[src/rtl/corep.sv]
// Core-wide types and constants shared by the rename / free-list path.
package corep;

  localparam int PRF_BANK_COUNT                = 4;
  localparam int LOG_PRF_BANK_COUNT            = 2;
  localparam int LOG_PR_COUNT                  = 7;
  localparam int FREE_LIST_LENGTH_PER_BANK     = 32;
  localparam int LOG_FREE_LIST_LENGTH_PER_BANK = 5;
  localparam int FREE_LIST_LOWER_THRESHOLD     = 8;
  localparam int FREE_LIST_UPPER_THRESHOLD     = 24;
  localparam int CHECKPOINT_COUNT              = 8;
  localparam int LOG_CHECKPOINT_COUNT          = 3;

  typedef logic [LOG_PR_COUNT-1:0]                      PR_t;
  typedef logic [LOG_PR_COUNT-LOG_PRF_BANK_COUNT-1:0]   upper_PR_t;
  typedef logic [LOG_CHECKPOINT_COUNT-1:0]              CHECKPOINT_idx_t;
  // Free-list pointer: ring index plus one wrap bit.
  typedef logic [LOG_FREE_LIST_LENGTH_PER_BANK:0]       FL_ptr_t;

endpackage

[src/rtl/pr_free_list_bank.sv]
// Free list for one PRF bank: ring of free upper-PR values, head checkpointing
// for rename rollback, and occupancy threshold flags.
module pr_free_list_bank
  import corep::*;
#(
  parameter int BANK       = 0,
  parameter int LENGTH     = FREE_LIST_LENGTH_PER_BANK,
  parameter int INIT_COUNT = 16,
  parameter int LOWER_THR  = FREE_LIST_LOWER_THRESHOLD,
  parameter int UPPER_THR  = FREE_LIST_UPPER_THRESHOLD,
  parameter int CKPT_COUNT = CHECKPOINT_COUNT
) (
  input  logic            CLK,
  input  logic            RST,
  input  logic            enq_valid,
  input  upper_PR_t       enq_PR_upper,
  output logic            deq_valid,
  output PR_t             deq_PR,
  input  logic            deq_ready,
  input  logic            ckpt_save,
  input  CHECKPOINT_idx_t ckpt_save_idx,
  input  logic            ckpt_restore,
  input  CHECKPOINT_idx_t ckpt_rest_idx,
  output FL_ptr_t         count,
  output logic            below_lower,
  output logic            above_upper
);

  localparam int IDX_W = LOG_FREE_LIST_LENGTH_PER_BANK;
  localparam logic [LOG_PRF_BANK_COUNT-1:0] BANK_BITS = LOG_PRF_BANK_COUNT'(BANK);
  localparam FL_ptr_t LEN_P   = FL_ptr_t'(LENGTH);
  localparam FL_ptr_t LOWER_P = FL_ptr_t'(LOWER_THR);
  localparam FL_ptr_t UPPER_P = FL_ptr_t'(UPPER_THR);

  upper_PR_t ring [LENGTH];
  FL_ptr_t   ckpt [CKPT_COUNT];
  FL_ptr_t   head;
  FL_ptr_t   tail;
  FL_ptr_t   head_after_deq;
  FL_ptr_t   head_next;
  FL_ptr_t   tail_next;
  FL_ptr_t   count_next;
  FL_ptr_t   restore_count;
  logic      deq_fire;
  logic      save_en;
  logic      below_lower_q;
  logic      above_upper_q;

  // Next-state pointers: restore overrides dequeue, and a save whose slot is
  // being restored in the same cycle is dropped so the slot keeps its value.
  always_comb begin
    deq_fire       = deq_ready && deq_valid;
    head_after_deq = head + FL_ptr_t'(deq_fire);
    head_next      = ckpt_restore ? ckpt[ckpt_rest_idx] : head_after_deq;
    tail_next      = tail + FL_ptr_t'(enq_valid);
    count_next     = tail_next - head_next;
    restore_count  = tail_next - ckpt[ckpt_rest_idx];
    save_en        = ckpt_save && !(ckpt_restore && (ckpt_save_idx == ckpt_rest_idx));
  end

  assign deq_valid   = (head != tail);
  assign deq_PR      = {ring[head[IDX_W-1:0]], BANK_BITS};
  assign count       = tail - head;
  assign below_lower = below_lower_q;
  assign above_upper = above_upper_q;

  // Head/tail pointers and flags registered from the next-state occupancy.
  always_ff @(posedge CLK or posedge RST) begin
    if (RST) begin
      head          <= '0;
      tail          <= FL_ptr_t'(INIT_COUNT);
      below_lower_q <= (FL_ptr_t'(INIT_COUNT) < LOWER_P);
      above_upper_q <= (FL_ptr_t'(INIT_COUNT) > UPPER_P);
    end else begin
      head          <= head_next;
      tail          <= tail_next;
      below_lower_q <= (count_next < LOWER_P);
      above_upper_q <= (count_next > UPPER_P);
    end
  end

  // Ring storage: freed PRs land at the tail; reset preloads the upper half.
  always_ff @(posedge CLK or posedge RST) begin
    if (RST) begin
      for (int i = 0; i < LENGTH; i++) begin
        ring[i] <= (i < INIT_COUNT) ? upper_PR_t'(LENGTH - INIT_COUNT + i) : '0;
      end
    end else if (enq_valid) begin
      ring[tail[IDX_W-1:0]] <= enq_PR_upper;
    end
  end

  // Checkpoint register file holding post-dequeue head snapshots.
  always_ff @(posedge CLK or posedge RST) begin
    if (RST) begin
      for (int i = 0; i < CKPT_COUNT; i++) begin
        ckpt[i] <= '0;
      end
    end else if (save_en) begin
      ckpt[ckpt_save_idx] <= head_after_deq;
    end
  end

  // Overflow on enqueue into a full list without a same-cycle dequeue.
  assert property (@(posedge CLK) disable iff (RST)
    !(enq_valid && (count == LEN_P) && !deq_fire));

  // A rollback must never leave more entries than the ring can hold.
  assert property (@(posedge CLK) disable iff (RST)
    ckpt_restore |-> (restore_count <= LEN_P));

endmodule

[config.mk]
export PLATFORM = sky130hd
export DESIGN_NAME = pr_free_list_bank
export DESIGN_NICKNAME = d
export VERILOG_FILES = /design/src/rtl/corep.sv /design/src/rtl/pr_free_list_bank.sv
export SDC_FILE = /design/constraint.sdc
export NUM_CORES = 1
export LEC_CHECK = 0
export ABC_AREA = 1
export CAP_MARGIN = 0
export CORE_MARGIN = 1.5
export CORE_UTILIZATION = 50
export DETAILED_ROUTE_END_ITERATION = 10
export GPL_ROUTABILITY_DRIVEN = 0
export GPL_TIMING_DRIVEN = 0
export PLACE_DENSITY = 0.67
export SYNTH_ARGS = -nofsm -noshare
export SYNTH_HDL_FRONTEND = slang
export SYNTH_SLANG_ARGS = --single-unit
[constraint.sdc]
create_clock -name CLK -period 20.1 [get_ports CLK]
set_clock_uncertainty 0.05 [all_clocks]
set_input_delay 2.01 -clock CLK [delete_from_list [all_inputs] [get_ports CLK]]
set_output_delay 2.01 -clock CLK [all_outputs]
set_load 0.01 [all_outputs]
==> flow_summary.yaml, run 1 <==
synthesis:
  synth_edf_count: 0
  synthArstFlopShare: 1.00
  synth.avg_cell_area_sq_um: 8.25
  synth-simple-area-share: 0.197
  synth_compound_area_frac: 0.194
  ys_seq_area_frac: 0.524
  synth_xor_xnor_area_share: 0.0162
  muxShareOfSynthArea: 0
  synth_adder_area_share: 0.0177
  ys.flop_type: "dfrtp_1"
  ys_seq_elements: 222
  synthCells: 1300
  synth.distinct_cells: 37
  synth_area_sq_um: 10700
  synth_top_family_by_area: "simple AND/OR/NAND/NOR gates"
  yosys_warnings: 0
global_routing:
  grt_pass1_wl_microns: 48100
  grt_pass1_vias: 8793
  antenna_found_initial: 0
  grt.overflow.total: 0
  grt_max_degree: 113
  grtUsageTotal: 0.281
placed_design:
  post-place-ws_ns: 14.87
  dp_cells: 1607
  dpl.hpwl_microns: 21100
  port_buffers: 29
final_layout:
  nets: 1390
  drive_gt1_frac: 0.102
  antenna_cells: 0
  final_cell_mix: "o21ai_0, nand2_1, dfrtp_1"
  area.growth.synth_to_final_pct: 14.2
  layout_commonest_cell: "o21ai_0"
  post-route-util: 0.583
  final_cells: 1653
pwr:
  seqPwrFrac: 0.402
  leakagePower_nw: 5.45
  power_mw: 1.90
  pwr_density_cell_nw_per_um2: 155
  power.switching_mw: 0.709
  ir_worst_vdd_mv: 0.0701
  power.share.switching: 0.374
  p_int_mw: 1.19
  comb_power_share: 0.355
  p_clk_frac: 0.244
job:
  drv_cap: 0
timing:
  max_freq_mhz: 182
  rsz0062_at_grt: "false"
  hold_violations: 0
  period_share: 0.274
  finalMaxSlewViolations: 0
  final.setup.worst_slack_ns: 14.59
  tightest_slew_ns: 1.30
  setup_tns_ns: 0
  relSlewSlack: 0.127
  finalWorstPathRequiredPeriod_ns: 5.51
  setup_viol: 0
routing:
  wl_per_cell_microns: 18.3
  vias: 9179
  drc_errors: 0
  via_per_inst: 5.55
  dr.pass1.iters: 5
  drt_iter0_drc: 732
  wl_microns: 30300
  ant_nets: 0
floorplan:
  coreArea_sq_um: 21000
  die_x_microns: 149
  ios: 33
  die_h_microns: 149
  initial_core_util: 0.510
  fp.dieArea_sq_um: 22300
  rows: 53
cts:
  path_clk_slew_ns: 0.06
  cts_tree: "done"
  cts_buffers: 25
  htree_levels: 1
  clkSinkCount: 222
  root_buffer: "clkbuf_16"
  holdBufCountCts: 0
  cts_max_path_buffers: 3
  cts_resized: 0
  cts_setup_buffers: 0
  clk_latency_ns: 0.52
worst_setup_path:
  path_buf_inv: 3
  path_cells: "inv_1 -> clkbuf_1 -> o21ai_0 -> o22ai_1 -> nor2_1 -> o22ai_1 -> nand2_1 -> nand2_1 -> clkdlybuf4s50_1"
  worst_path_max_delay_cell: "clkbuf_1"
  crit_fanout: 10
  cp.arrival_ns: 3.45
  cp-start-kind: "flip-flop"
  critPathKind: "flip-flop to output pin"
  required_ns: 18.04
  crit_path_max_incr_delay_ns: 0.55
  reg2reg_slack_ns: 15.81
  endpoint_kind: "output pin"
  crit_family: "buffers and inverters"
run_status:
  outcome: "finished, final reports clean"
min_path:
  hold_class: "flip-flop to flip-flop"
==> metrics by stage <==
step	hold WS (ns)	cell area (sq um)
finish	0.422	12200
detailed placement	0.412	11400
floorplan	0.387	10700
CTS	0.427	12200
global route	0.441	12200
global placement	0.400	11400
==> state kept, by name (all words and copies together) (netlist names) <==
register	flops
ring	160
below_lower	1
tail	6
ckpt	48
head	6
above_upper	1
==> metal layers <==
layer,global-route usage,vias up,share of wire
met5,0,-,0
met2,0.475,276,0.47
li1,-,4459,-
met4,0.103,0,0.037
met3,0.0442,81,0.060
met1,0.366,4363,0.43
==> synthesized netlist by cell type, types with 2 or more instances <==
library cell	number	area share
inv_1	69	0.024
nand3_1	33	0.015
nor3_2	3	0.0028
o221ai_1	2	0.0016
buf_2	9	0.0042
fa_1	2	0.0037
xor2_1	8	0.0065
o211ai_1	3	0.0021
clkinv_1	2	0.00070
xnor2_1	5	0.0041
buf_4	2	0.0014
inv_2	5	0.0018
o21ai_1	2	0.00093
nand3_2	2	0.0019
o22ai_1	51	0.030
clkbuf_1	47	0.016
nand2_1	308	0.11
nor4_4	2	0.0040
dfstp_2	49	0.12
nor3_1	7	0.0033
ha_1	12	0.014
a21oi_1	28	0.013
xor2_2	2	0.0030
or2_1	2	0.0012
o21ai_0	311	0.15
buf_6	2	0.0021
nor2_2	4	0.0023
nand2_2	17	0.0099
dfrtp_1	173	0.40
nor2_1	131	0.046
==> kinds of logic after synthesis <==
group / Yosys count
compound gates: 399
xor+xnor: 16
fa+ha+maj: 14
buf+inv: 137
flops: 222
other cells: 1
simple gates: 511
==> area by class of cell <==
cell class                 count  area, sq um
sequential                   222         5620
multi-input combinational    942         4560
clock inverter                 9          124
fill                        1896         8770
buffer                        61          263
inverter                      76          293
timing repair buffer          31          345
tap                          275          344
clock buffer                  37          701
==> worst min-delay path, cell delays in order, from the launching register on <==
cell and delay, ns:
dfrtp_1 0.34, nand2_1 0.06, nand2_1 0.05
==> power groups by stage <==
| stage | registers (mW) | clock network, mW | logic (mW) |
|---|---|---|---|
| finish | 0.762 | 0.462 | 0.673 |
| global route | 0.782 | 0.487 | 0.761 |
| CTS | 0.758 | 0.467 | 0.670 |
| detailed placement | 0.762 | 0 | 0.668 |
| global placement | 0.761 | 0 | 0.651 |
| floorplan | 0.733 | 0 | 0.459 |
==> path summary, 6_finish.rpt <==
check,from,end,depth (start not counted)
worst max-delay path,head[1],deq_PR[4],9
worst min-delay path,ckpt[21],ckpt[21],2
worst max register to register,head[1],above_upper,20
worst min register to register,ckpt[21],ckpt[21],2
max in group asynchronous,RST,ring[103],4
min in group asynchronous,RST,ckpt[30],2
Power figures use the tool's default switching activity.
==> inputs of run 2 (changes only) <==
--- a/config.mk
+++ b/config.mk
@@ -12,7 +12,7 @@
 export DETAILED_ROUTE_END_ITERATION = 10
 export GPL_ROUTABILITY_DRIVEN = 0
 export GPL_TIMING_DRIVEN = 0
-export PLACE_DENSITY = 0.67
+export PLACE_DENSITY = 0.7
 export SYNTH_ARGS = -nofsm -noshare
 export SYNTH_HDL_FRONTEND = slang
 export SYNTH_SLANG_ARGS = --single-unit
==> constraint.sdc (replaced) <==
create_clock -name CLK -period 4.7 [get_ports CLK]
set_clock_uncertainty 0.05 [all_clocks]
set_input_delay 0.47 -clock CLK [delete_from_list [all_inputs] [get_ports CLK]]
set_output_delay 0.47 -clock CLK [all_outputs]
set_load 0.01 [all_outputs]
==> run 2 against run 1 <==
  * Utilization increased by 0.21 points
  * Sequential power increased to 4.3 times the previous value
  * Cell count up 0.24%
  * Worst setup slack lost 14 ns
  * First-iteration DRC count is 27% higher
  * Highest routed layer unchanged
  * Count of clock-buffer cells in the layout shrank 4
  * Non-clock buffer count is 4 higher
  * Combinational power grew to 4.3 times the previous value
==> flow_summary.yaml, run 2 (synthesized netlist as in run 1, its figures left out) <==
global_routing:
  grt.overflow.total: 0
  grt_pass1_wl_microns: 48700
  grt_max_degree: 44
  antenna_found_initial: 0
  grtUsageTotal: 0.282
  grt_pass1_vias: 8997
final_layout:
  design_area_sq_um: 12300
  post-route-util: 0.585
  final_cells: 1657
  reg.largest.list: "ring (160), ckpt (48)"
  final_cell_mix: "o21ai_0, nand2_1, dfrtp_1"
  area.growth.synth_to_final_pct: 14.6
  layout_commonest_cell: "o21ai_0"
  drive_gt1_frac: 0.107
  largest_reg_flops: 160
  nets: 1394
  top_register: "ring"
  antenna_cells: 0
routing:
  drc_errors: 0
  drt_iter0_drc: 932
  vias: 9446
  via_per_inst: 5.70
  wl_per_cell_microns: 18.3
  dr.pass1.iters: 5
  ant_nets: 0
  wl_microns: 30400
cts:
  holdBufCountCts: 0
  cts_resized: 0
  cts_max_path_buffers: 3
  cts_buffers: 25
  root_buffer: "clkbuf_16"
  path_clk_slew_ns: 0.06
  cts_setup_buffers: 0
  htree_levels: 1
  clk_latency_ns: 0.52
  cts_tree: "done"
  clkSinkCount: 222
worst_setup_path:
  cp-start-kind: "flip-flop"
  crit_family: "adder cells"
  critPathKind: "flip-flop to flip-flop"
  crit_fanout: 10
  required_ns: 5.07
  path_buf_inv: 3
  worst_path_most_repeated_cell: "nand2_1"
  worst_path_max_delay_cell: "xor2_1"
  cp.arrival_ns: 4.50
  cp-startpoint: "head[1]"
  path_cells: "inv_1 -> clkbuf_1 -> ha_1 -> nand2_1 -> nor3_1 -> a21boi_0 -> ha_1 -> nand2_1 -> nor2_2 -> xor2_1 -> o21ai_0 -> ha_1 -> nand4_1 -> nand2_1 -> inv_2 -> nand3_1 -> nand2_1 -> nand2_1 -> nand2_1"
  crit_path_max_incr_delay_ns: 0.58
  endpoint_kind: "flip-flop"
  reg2reg_from: "head[1]"
run_status:
  outcome: "finished, final reports clean"
floorplan:
  die_h_microns: 149
  coreArea_sq_um: 21000
  die_x_microns: 149
  initial_core_util: 0.510
  rows: 53
  ios: 33
  fp.dieArea_sq_um: 22300
pwr:
  power.share.switching: 0.379
  seqPwrFrac: 0.403
  pwr_density_cell_nw_per_um2: 659
  leakagePower_nw: 5.48
  p_int_mw: 5.03
  ir_worst_vdd_mv: 0.330
  comb_power_share: 0.359
  power_mw: 8.10
  p_clk_frac: 0.239
  power.switching_mw: 3.07
placed_design:
  dpl.hpwl_microns: 21000
  port_buffers: 29
  placed_area_sq_um: 11500
  dp_cells: 1611
job:
  drv_cap: 0
timing:
  finalMaxSlewViolations: 0
  setup_tns_ns: 0
  finalWorstPathRequiredPeriod_ns: 4.14
  max_freq_mhz: 242
  rsz0062_at_grt: "false"
  hold_violations: 0
  relSlewSlack: 0.188
  period_share: 0.880
  setup_viol: 0
  tightest_slew_ns: 1.21
min_path:
  hold_class: "primary input to async pin"
==> run 2: cell count changes in the layout (fill, tap and decap cells not counted), sizes merged <==
cell      change
clkbuf        -4
clkinv        +4
clkinvlp      +1
buf           +4
bufinv        -1
==> run 2: final cells by class <==
cell class	instances	area, sq um
fill	1870	8730
sequential	222	5620
multi-input combinational	942	4560
clock buffer	33	686
timing repair buffer	35	410
tap	275	344
inverter	76	289
buffer	61	263
clock inverter	13	123
==> run 2: per-layer routing <==
metal	part of all wire	GRT usage	vias up
met3	0.075	0.0515	107
met5	0	0	-
li1	-	-	4469
met4	0.052	0.139	0
met1	0.41	0.374	4463
met2	0.46	0.446	407
==> run 2: power by group through the flow <==
stage / combinational [mW] / sequential (mW) / clock [mW]
floorplan: 1.96 / 3.13 / 0
global placement: 2.78 / 3.25 / 0
detailed placement: 2.87 / 3.26 / 0
CTS: 2.88 / 3.25 / 1.95
global route: 3.27 / 3.35 / 2.02
finish: 2.91 / 3.26 / 1.93
==> run 2: path summary, 6_finish.rpt <==
| check | end | slack (ns) | cells after the start |
|---|---|---|---|
| worst min register to register | ckpt[21] | 0.42 | 2 |
| max in group asynchronous | ring[150] | 3.49 | 5 |
| worst min-delay path | ckpt[30] | 0.29 | 3 |
| min in group CLK | ckpt[21] | 0.42 | 2 |
| worst max register to register | above_upper | 0.56 | 19 |
| worst max-delay path | above_upper | 0.56 | 19 |
==> run 2: metrics by stage <==
stage               hold WS (ns)  setup slack (ns)
floorplan                  0.387              1.32
global placement           0.399            -0.403
detailed placement         0.405             0.598
CTS                        0.299             0.567
global route               0.361             0.251
finish                     0.295             0.563
==> run 2: worst register-to-register path, stage by stage (launching register included) <==
cell and delay (ns):
dfrtp_1 0.49, inv_1 0.25, clkbuf_1 0.43, ha_1 0.31, nand2_1 0.09, nor3_1 0.07
a21boi_0 0.17, ha_1 0.19, nand2_1 0.06, nor2_2 0.14, xor2_1 0.58, o21ai_0 0.30
ha_1 0.41, nand4_1 0.10, nand2_1 0.10, inv_2 0.04, nand3_1 0.09, nand2_1 0.06
nand2_1 0.05, nand2_1 0.04
==> inputs of run 3 (changes only) <==
--- a/config.mk
+++ b/config.mk
@@ -12,7 +12,8 @@
 export DETAILED_ROUTE_END_ITERATION = 10
 export GPL_ROUTABILITY_DRIVEN = 0
 export GPL_TIMING_DRIVEN = 0
-export PLACE_DENSITY = 0.7
+export MAX_ROUTING_LAYER = met4
+export PLACE_DENSITY_LB_ADDON = 0.15
 export SYNTH_ARGS = -nofsm -noshare
 export SYNTH_HDL_FRONTEND = slang
 export SYNTH_SLANG_ARGS = --single-unit
==> run 3 against run 2 <==
  * Clock power is 6% higher
  * First-iteration DRC count shrank 3.1%
  * Via count fell by 2.0%
  * Total power increased by 1.6%
  * Highest routed layer unchanged
  * Largest power group unchanged
  * Critical endpoint unchanged
==> flow_summary.yaml, run 3 (synthesized netlist as in run 1, its figures left out) <==
cts:
  cts_resized: 0
  cts_setup_buffers: 0
  cts_buffers: 25
  clk_latency_ns: 0.52
  holdBufCountCts: 0
  root_buffer: "clkbuf_16"
  clkSinkCount: 222
  cts_max_path_buffers: 3
  path_clk_slew_ns: 0.06
  htree_levels: 1
  cts_tree: "done"
pwr:
  leakagePower_nw: 5.51
  ir_worst_vdd_mv: 0.343
  pwr_density_cell_nw_per_um2: 666
  power_mw: 8.23
final_layout:
  largest_reg_flops: 160
  antenna_cells: 0
  final_cell_mix: "o21ai_0, nand2_1, dfrtp_1"
  top_register: "ring"
  area.growth.synth_to_final_pct: 15.3
  nets: 1394
  reg.largest.list: "ring (160), ckpt (48)"
  final_cells: 1657
  layout_commonest_cell: "o21ai_0"
  drive_gt1_frac: 0.108
routing:
  wl_microns: 30900
  wl_per_cell_microns: 18.6
  vias: 9254
  drc_errors: 0
  via_per_inst: 5.58
  dr.pass1.iters: 6
  ant_nets: 0
  drt_iter0_drc: 903
placed_design:
  dp_cells: 1611
  port_buffers: 29
  dpl.hpwl_microns: 21500
worst_setup_path:
  crit_path_max_incr_delay_ns: 0.64
  endpoint_kind: "flip-flop"
  path_cells: "inv_1 -> clkbuf_1 -> ha_1 -> nand2_1 -> nor3_1 -> a21boi_0 -> ha_1 -> nand2_1 -> nor2_2 -> xor2_1 -> o21ai_0 -> ha_1 -> nand4_1 -> nand2_1 -> inv_2 -> nand3_1 -> nand2_1 -> nand2_1 -> nand2_1"
  worst_path_max_delay_cell: "xor2_1"
  worst_path_most_repeated_cell: "nand2_1"
  crit_family: "adder cells"
  required_ns: 5.07
  crit_fanout: 10
  path_buf_inv: 3
  cp-start-kind: "flip-flop"
  critPathKind: "flip-flop to flip-flop"
  cp.arrival_ns: 4.65
timing:
  max_freq_mhz: 233
  setup_viol: 0
  tightest_slew_ns: 1.23
  hold_violations: 0
  setup_tns_ns: 0
  relSlewSlack: 0.175
  finalWorstPathRequiredPeriod_ns: 4.28
  rsz0062_at_grt: "false"
  finalMaxSlewViolations: 0
  period_share: 0.911
floorplan:
  initial_core_util: 0.510
  coreArea_sq_um: 21000
  fp.dieArea_sq_um: 22300
  rows: 53
  die_x_microns: 149
  die_h_microns: 149
  ios: 33
global_routing:
  grt.overflow.total: 0
  grt_pass1_vias: 9031
  grtUsageTotal: 0.294
  grt_pass1_wl_microns: 48900
  grt_max_degree: 44
  antenna_found_initial: 0
job:
  drv_cap: 0
min_path:
  hold_class: "primary input to async pin"
run_status:
  outcome: "finished, final reports clean"
[run 3: cell types whose count changed in the layout (fill, tap and decap cells not counted), sizes merged]
cell    change
clkinv      -6
clkbuf      +7
inv         -1
[run 3: through the flow]
| stage | hold slack [ns] | worst slack [ns] | util | area [sq um] |
|---|---|---|---|---|
| 5_1_grt | 0.289 | 0.0131 | 0.588 | 12400 |
| 4_1_cts | 0.245 | 0.436 | 0.588 | 12400 |
| 3_3_place_gp | 0.400 | -0.432 | 0.541 | 11400 |
| 2_1_floorplan | 0.387 | 1.32 | - | 10700 |
| 3_5_place_dp | 0.404 | 0.436 | 0.546 | 11500 |
| 6_report | 0.246 | 0.416 | 0.588 | 12400 |
[run 3: area by class of cell]
cell class / count / area [sq um]
Fill cell: 1910 / 8660
Sequential cell: 222 / 5620
Multi-Input combinational cell: 942 / 4560
Clock buffer: 40 / 792
Timing Repair Buffer: 35 / 410
Tap cell: 275 / 344
Inverter: 76 / 289
Buffer: 61 / 263
Clock inverter: 6 / 83.8
[run 3: path summary, 6_finish.rpt]
check / start / to / cells after the start / slack, ns
setup / recovery: head[1] / above_upper / 19 / 0.42
hold / removal: RST / ring[85] / 2 / 0.25
setup reg to reg: head[1] / above_upper / 19 / 0.42
hold reg to reg: ckpt[45] / ckpt[45] / 2 / 0.42
max in group asynchronous: RST / ring[114] / 5 / 3.30
min in group CLK: ckpt[45] / ckpt[45] / 2 / 0.42
[run 3: routing by layer]
metal  vias to the layer above  global-route usage  wire [microns]
met5                         -                   -               0
met4                         0               0.137            1550
met3                        96              0.0530            2190
met2                       331               0.453           14200
met1                      4362               0.376           12900
li1                       4465                   -               -
[run 3: where the power goes]
part	internal, mW	total, mW	switching [mW]
clock	1.26	2.05	0.790
sequential	2.82	3.26	0.443
combinational	1.08	2.92	1.84
==> edit 1: new RTL, flow settings as in run 2 <==
The package constant `LOG_PR_COUNT` goes from 7 to 8.
--- a/src/rtl/corep.sv
+++ b/src/rtl/corep.sv
@@ -5,3 +5,3 @@
   localparam int LOG_PRF_BANK_COUNT            = 2;
-  localparam int LOG_PR_COUNT                  = 7;
+  localparam int LOG_PR_COUNT                  = 8;
   localparam int FREE_LIST_LENGTH_PER_BANK     = 32;
Interface: changed (resized deq_PR and enq_PR_upper); port bits go from 33 to 35. The function was not compared with the original's and may differ.
==> edit 1 against run 2 <==
Global-route usage rose by 0.61 points. Sequential cell count rose by 32. Routed wire length rose by 18%. Setup slack got worse by 0.21 ns. Final area rose by 15%. Synthesized area rose by 14%. Final cell count rose by 14%. Largest cell class unchanged. Non-clock buffer count rose by 46. Critical path type unchanged. The flow now finishes with violations (design-rule violations). Via count rose by 14%. Total power rose by 17%. Largest power group unchanged.
==> edit 1: results (changes against run 2) <==
metric;value;unit;change
dr.first_iter.drc_count;1118;;+20%
cp.arrival;4.78;ns;+0.28 ns
track_usage;0.2881;;+0.006134
worst_hold_path_type;input pin to asynchronous set/reset pin;;
fin_cells;1887;;+14%
synth_commonest_cells;nand2_1, o21ai_0, dfrtp_1, nor2_1, clkbuf_1;;
max_stage_delay;0.60;ns;+0.02 ns
vdd_ir_drop_max;389.3;uV;+18%
p_leak;6.257;nW;+14%
portBuffers;30;;+3.4%
dp_slack;-0.07086;ns;-0.6688 ns
avgSynthCellArea;8.314;sq um;+0.81%
wl_met1;14510;um;+16%
sw_frac_of_total;0.3729;;-0.005655
dr_wl_met2;16850;um;+20%
rr_endpoint;below_lower;;
routed-wl-met3;2963;um;+30%
nNetsFinal;1575;;+13%
finalMaxSlewViolations;0;;unchanged
placedInstanceArea;13110;sq um;+14%
post_synth_main_area_contributors;dfrtp_1, o21ai_0, nand2_1, dfstp_2, nor2_1;;
rr_worst_depth;21;;+2
cp_top_family;adder cells;;
drive_gt1_frac;0.1139;;+0.006792
clock_latency;0.56;ns;+0.04 ns
reg2reg_slack;0.36;ns;-0.21 ns
largestRegisters;ring: 192 flops, ckpt: 48 flops;;
grt_pass1_vias;10340;;+15%
tritoncts.num_buffers;28;;+12%
grt_pass1_wl;57380;um;+18%
violations;design-rule violations;;
drc;1;;+1
timing.rr.start;head[1];;
grt_max_degree;44;;unchanged
synth_cell_types;47;;+27%
whs;0.3485;ns;+0.05351 ns
diodes;0;;unchanged
first_pass_iters;9;;+4
grt_overflow;0;;unchanged
yosysSeqAreaShare;0.5233;;-0.0005511
grt_util_met1;0.3806;;+0.006556
grtUsageMet3;0.04298;;-0.008544
via_count;10750;;+14%
detailed_place_hpwl;25380;um;+21%
yosys_warnings;0;;unchanged
clockBufferDepth;3;;unchanged
max_freq;230.2;MHz;-4.8%
status;complete, but fails checks;;
highest_layer;met4;;
placed_cells;1837;;+14%
worst_path_max_delay_cell;dfrtp_1;;
clkSlewWorstSetupHoldPaths;0.06;ns;about the same
routedWlPerCell;19.07;um;+4.0%
htree_levels;1;;unchanged
cp-endpoint;below_lower;;
worst_slew_pin_slew;1.024;ns;-0.1866 ns
antenna_found_initial;0;;unchanged
grt_use_met2;0.4722;;+0.02636
-- edit 1: power groups by stage --
stage	logic (mW)	clock network [mW]	registers, mW
global route	3.75	2.46	3.83
finish	3.36	2.34	3.74
global placement	3.19	0	3.73
floorplan	2.28	0	3.58
CTS	3.31	2.37	3.72
detailed placement	3.30	0	3.74
-- edit 1: worst min path at each step --
stage / endpoint
after CTS: ring[137]
after global routing: ring[185]
after detailed placement: ckpt[28]
after floorplan: ckpt[10]
final: ring[182]
after global placement: ckpt[40]
-- edit 1: cells by family after synthesis --
family / after synthesis / share of synthesized area
xor+xnor: 15 / 0.01714
flops: 254 / 0.5233
other cells: 1 / 0.0003058
fa+ha+maj: 14 / 0.01551
compound gates: 446 / 0.1908
buf+inv: 170 / 0.06009
simple gates: 575 / 0.1928
-- edit 1: area by class of cell --
class / count / area, sq um
timing repair buffer: 39 / 442.9
tap: 324 / 405.4
sequential: 254 / 6417
inverter: 65 / 256.5
multi-input combinational: 1052 / 5125
clock inverter: 13 / 188.9
buffer: 103 / 481.7
clock buffer: 37 / 804.5
fill: 2177 / 10050
-- edit 1: worst register-to-register path, cell delays in order (launching register included) --
cell	delay, ns
dfrtp_1	0.60
clkinvlp_4	0.25
buf_2	0.27
ha_1	0.35
nand2_1	0.07
nor3_1	0.05
a21boi_0	0.34
ha_1	0.26
nand2_1	0.13
nor2_8	0.16
xor2_2	0.28
inv_1	0.17
o21ai_0	0.30
inv_1	0.10
ha_1	0.34
nand4_1	0.10
nand2_1	0.06
inv_1	0.06
nand2_1	0.06
nand2_1	0.08
nand3_1	0.09
nor2_2	0.10
-- edit 1: what timing repair did --
action | in CTS | in global routing
setup buffers | 0 | 2
endpoints found under the setup margin | 2 | 2
gates resized for setup | 0 | 4
==> edit 2: new RTL, settings of run 2 <==
Made on the original files. Reset style: synchronous (`RST`), changed in 3 clocked blocks.
--- a/src/rtl/pr_free_list_bank.sv
+++ b/src/rtl/pr_free_list_bank.sv
@@ -67,3 +67,3 @@
   // Head/tail pointers and flags registered from the next-state occupancy.
-  always_ff @(posedge CLK or posedge RST) begin
+  always_ff @(posedge CLK) begin
     if (RST) begin
@@ -82,3 +82,3 @@
   // Ring storage: freed PRs land at the tail; reset preloads the upper half.
-  always_ff @(posedge CLK or posedge RST) begin
+  always_ff @(posedge CLK) begin
     if (RST) begin
@@ -93,3 +93,3 @@
   // Checkpoint register file holding post-dequeue head snapshots.
-  always_ff @(posedge CLK or posedge RST) begin
+  always_ff @(posedge CLK) begin
     if (RST) begin
Check against the original RTL: differs if RST is asserted again (counterexample within 4 cycles, from zero or initial values and one cycle with RST high); with RST held inactive, the same outputs for 4 cycles.
==> edit 2 against run 2 <==
Final area is 0.74% higher. Synthesized area is 1.6% higher. Die area is 1.5% higher. Routed wire length is 2.0% lower. Sequential cell count stayed put. Synthesized cell count is 11% lower. Setup slack worse by 0.24 ns. Worst hold slack better by 0.15 ns. Critical path type unchanged. Highest routed layer unchanged.
Power is not compared: it rests on default switching activity, and its combinational part moved more than twofold at a synthesized area within 25%.
==> edit 2: results (changes against run 2) <==
metric;value;unit;change
cp_max_fo;9;;-1
p_leak;4.620;nW;
track_usage;0.2693;;-0.01270
post_synth_main_area_contributors;edfxtp_1, nor2_1, nand2_1, o21ai_0, dfxtp_1;;
tritoncts.num_buffers;24;;-4.0%
clkSlewWorstSetupHoldPaths;0.06;ns;about the same
diodes;0;;unchanged
grt_pass1_vias;8093;;-10%
cts_setup_buffers;0;;unchanged
worst_hold_path_type;input pin to register;;
worst_slew_pin_slew;0.9342;ns;-0.2768 ns
grtUsageMet3;0.04152;;-0.01001
highest_layer;met4;;
worst_path_max_delay_cell;ha_1;;
avgSynthCellArea;9.386;sq um;+14%
vdd_ir_drop_max;278.9;uV;
synth_commonest_cells;nor2_1, edfxtp_1, nand2_1, o21ai_0, inv_1;;
ys_async_sr_fraction;0;;-1.000
synthFlopType;edfxtp_1;;
status;completed;;
synth_cell_types;38;;+2.7%
grt_use_met2;0.4576;;+0.01172
clockBufferDepth;3;;unchanged
grt_overflow;0;;unchanged
cp.arrival;4.78;ns;+0.28 ns
grt_max_degree;15;;-66%
routedWlPerCell;19.78;um;+7.9%
yosysSeqAreaShare;0.5994;;+0.07554
max_stage_delay;0.50;ns;-0.08 ns
drive_gt1_frac;0.09261;;-0.01448
nNetsFinal;1247;;-11%
htree_levels;1;;unchanged
routed-wl-met3;2631;um;+15%
grt_util_met1;0.3513;;-0.02280
placed_cells;1463;;-9.2%
portBuffers;27;;-6.9%
dr_wl_met2;14370;um;+2.3%
synth-edff-count;208;;+208
dp_slack;0.2908;ns;-0.3072 ns
antenna_found_initial;0;;unchanged
detailed_place_hpwl;21130;um;+0.39%
via_per_inst;5.661;;-0.70%
via_count;8525;;-9.8%
grt_pass1_wl;44810;um;-8.0%
largestRegisters;ring: 160 flops, ckpt: 48 flops;;
cts_resized;0;;unchanged
wl_met1;11910;um;-4.4%
first_pass_iters;5;;unchanged
dr.first_iter.drc_count;760;;-18%
edit 2: cell types whose count changed after synthesis, sizes merged, moves of 7 or more:
cell,delta
nand2,-108
clkbuf,-17
dfstp,-49
nand3b,+7
inv,+9
o22ai,-29
o211ai,+19
buf,+20
dfrtp,-173
o21ai,-212
a21oi,-16
edfxtp,+208
nor2,+184
dfxtp,+14
edit 2: stage by stage:
stage	area, sq um	hold slack (ns)
floorplan	10890	0.4829
global placement	11510	0.5200
detailed placement	11510	0.5437
CTS	12370	0.4475
global route	12380	0.4798
finish	12380	0.4474
edit 2: layout make-up:
class / count / area [sq um]
Buffer: 64 / 324.1
Sequential cell: 222 / 6526
Inverter: 84 / 317.8
Timing Repair Buffer: 27 / 270.3
Clock inverter: 18 / 240.2
Clock buffer: 25 / 625.6
Tap cell: 275 / 344.1
Fill cell: 1830 / 8837
Multi-Input combinational cell: 791 / 3735
edit 2: report_power, final:
part	total, mW	switching (mW)	internal (mW)
sequential	2.24	0.0250	2.22
clock	2.07	0.783	1.29
combinational	0.639	0.437	0.203
edit 2: logic make-up (layout without fill, tap and decap cells):
group                    Yosys count  after routing  share of synthesized area
AO/OA/AOI/OAI                    160            160                    0.08182
XOR/XNOR                          14             14                    0.01195
adder cells (fa/ha/maj)           16             16                    0.01977
buffers and inverters            148            218                    0.05895
flip-flops                       222            222                     0.5994
other                              1              2                  0.0003444
AND/OR/NAND/NOR                  599            599                     0.2278
edit 2: path summary, 6_finish.rpt:
check	startpoint	endpoint	slack (ns)	cells after the start
setup / recovery	head[2]	above_upper	0.32	23
setup reg to reg	head[2]	above_upper	0.32	23
hold reg to reg	tail[5]	tail[5]	0.54	3
hold / removal	ckpt_rest_idx[2]	head[4]	0.45	5
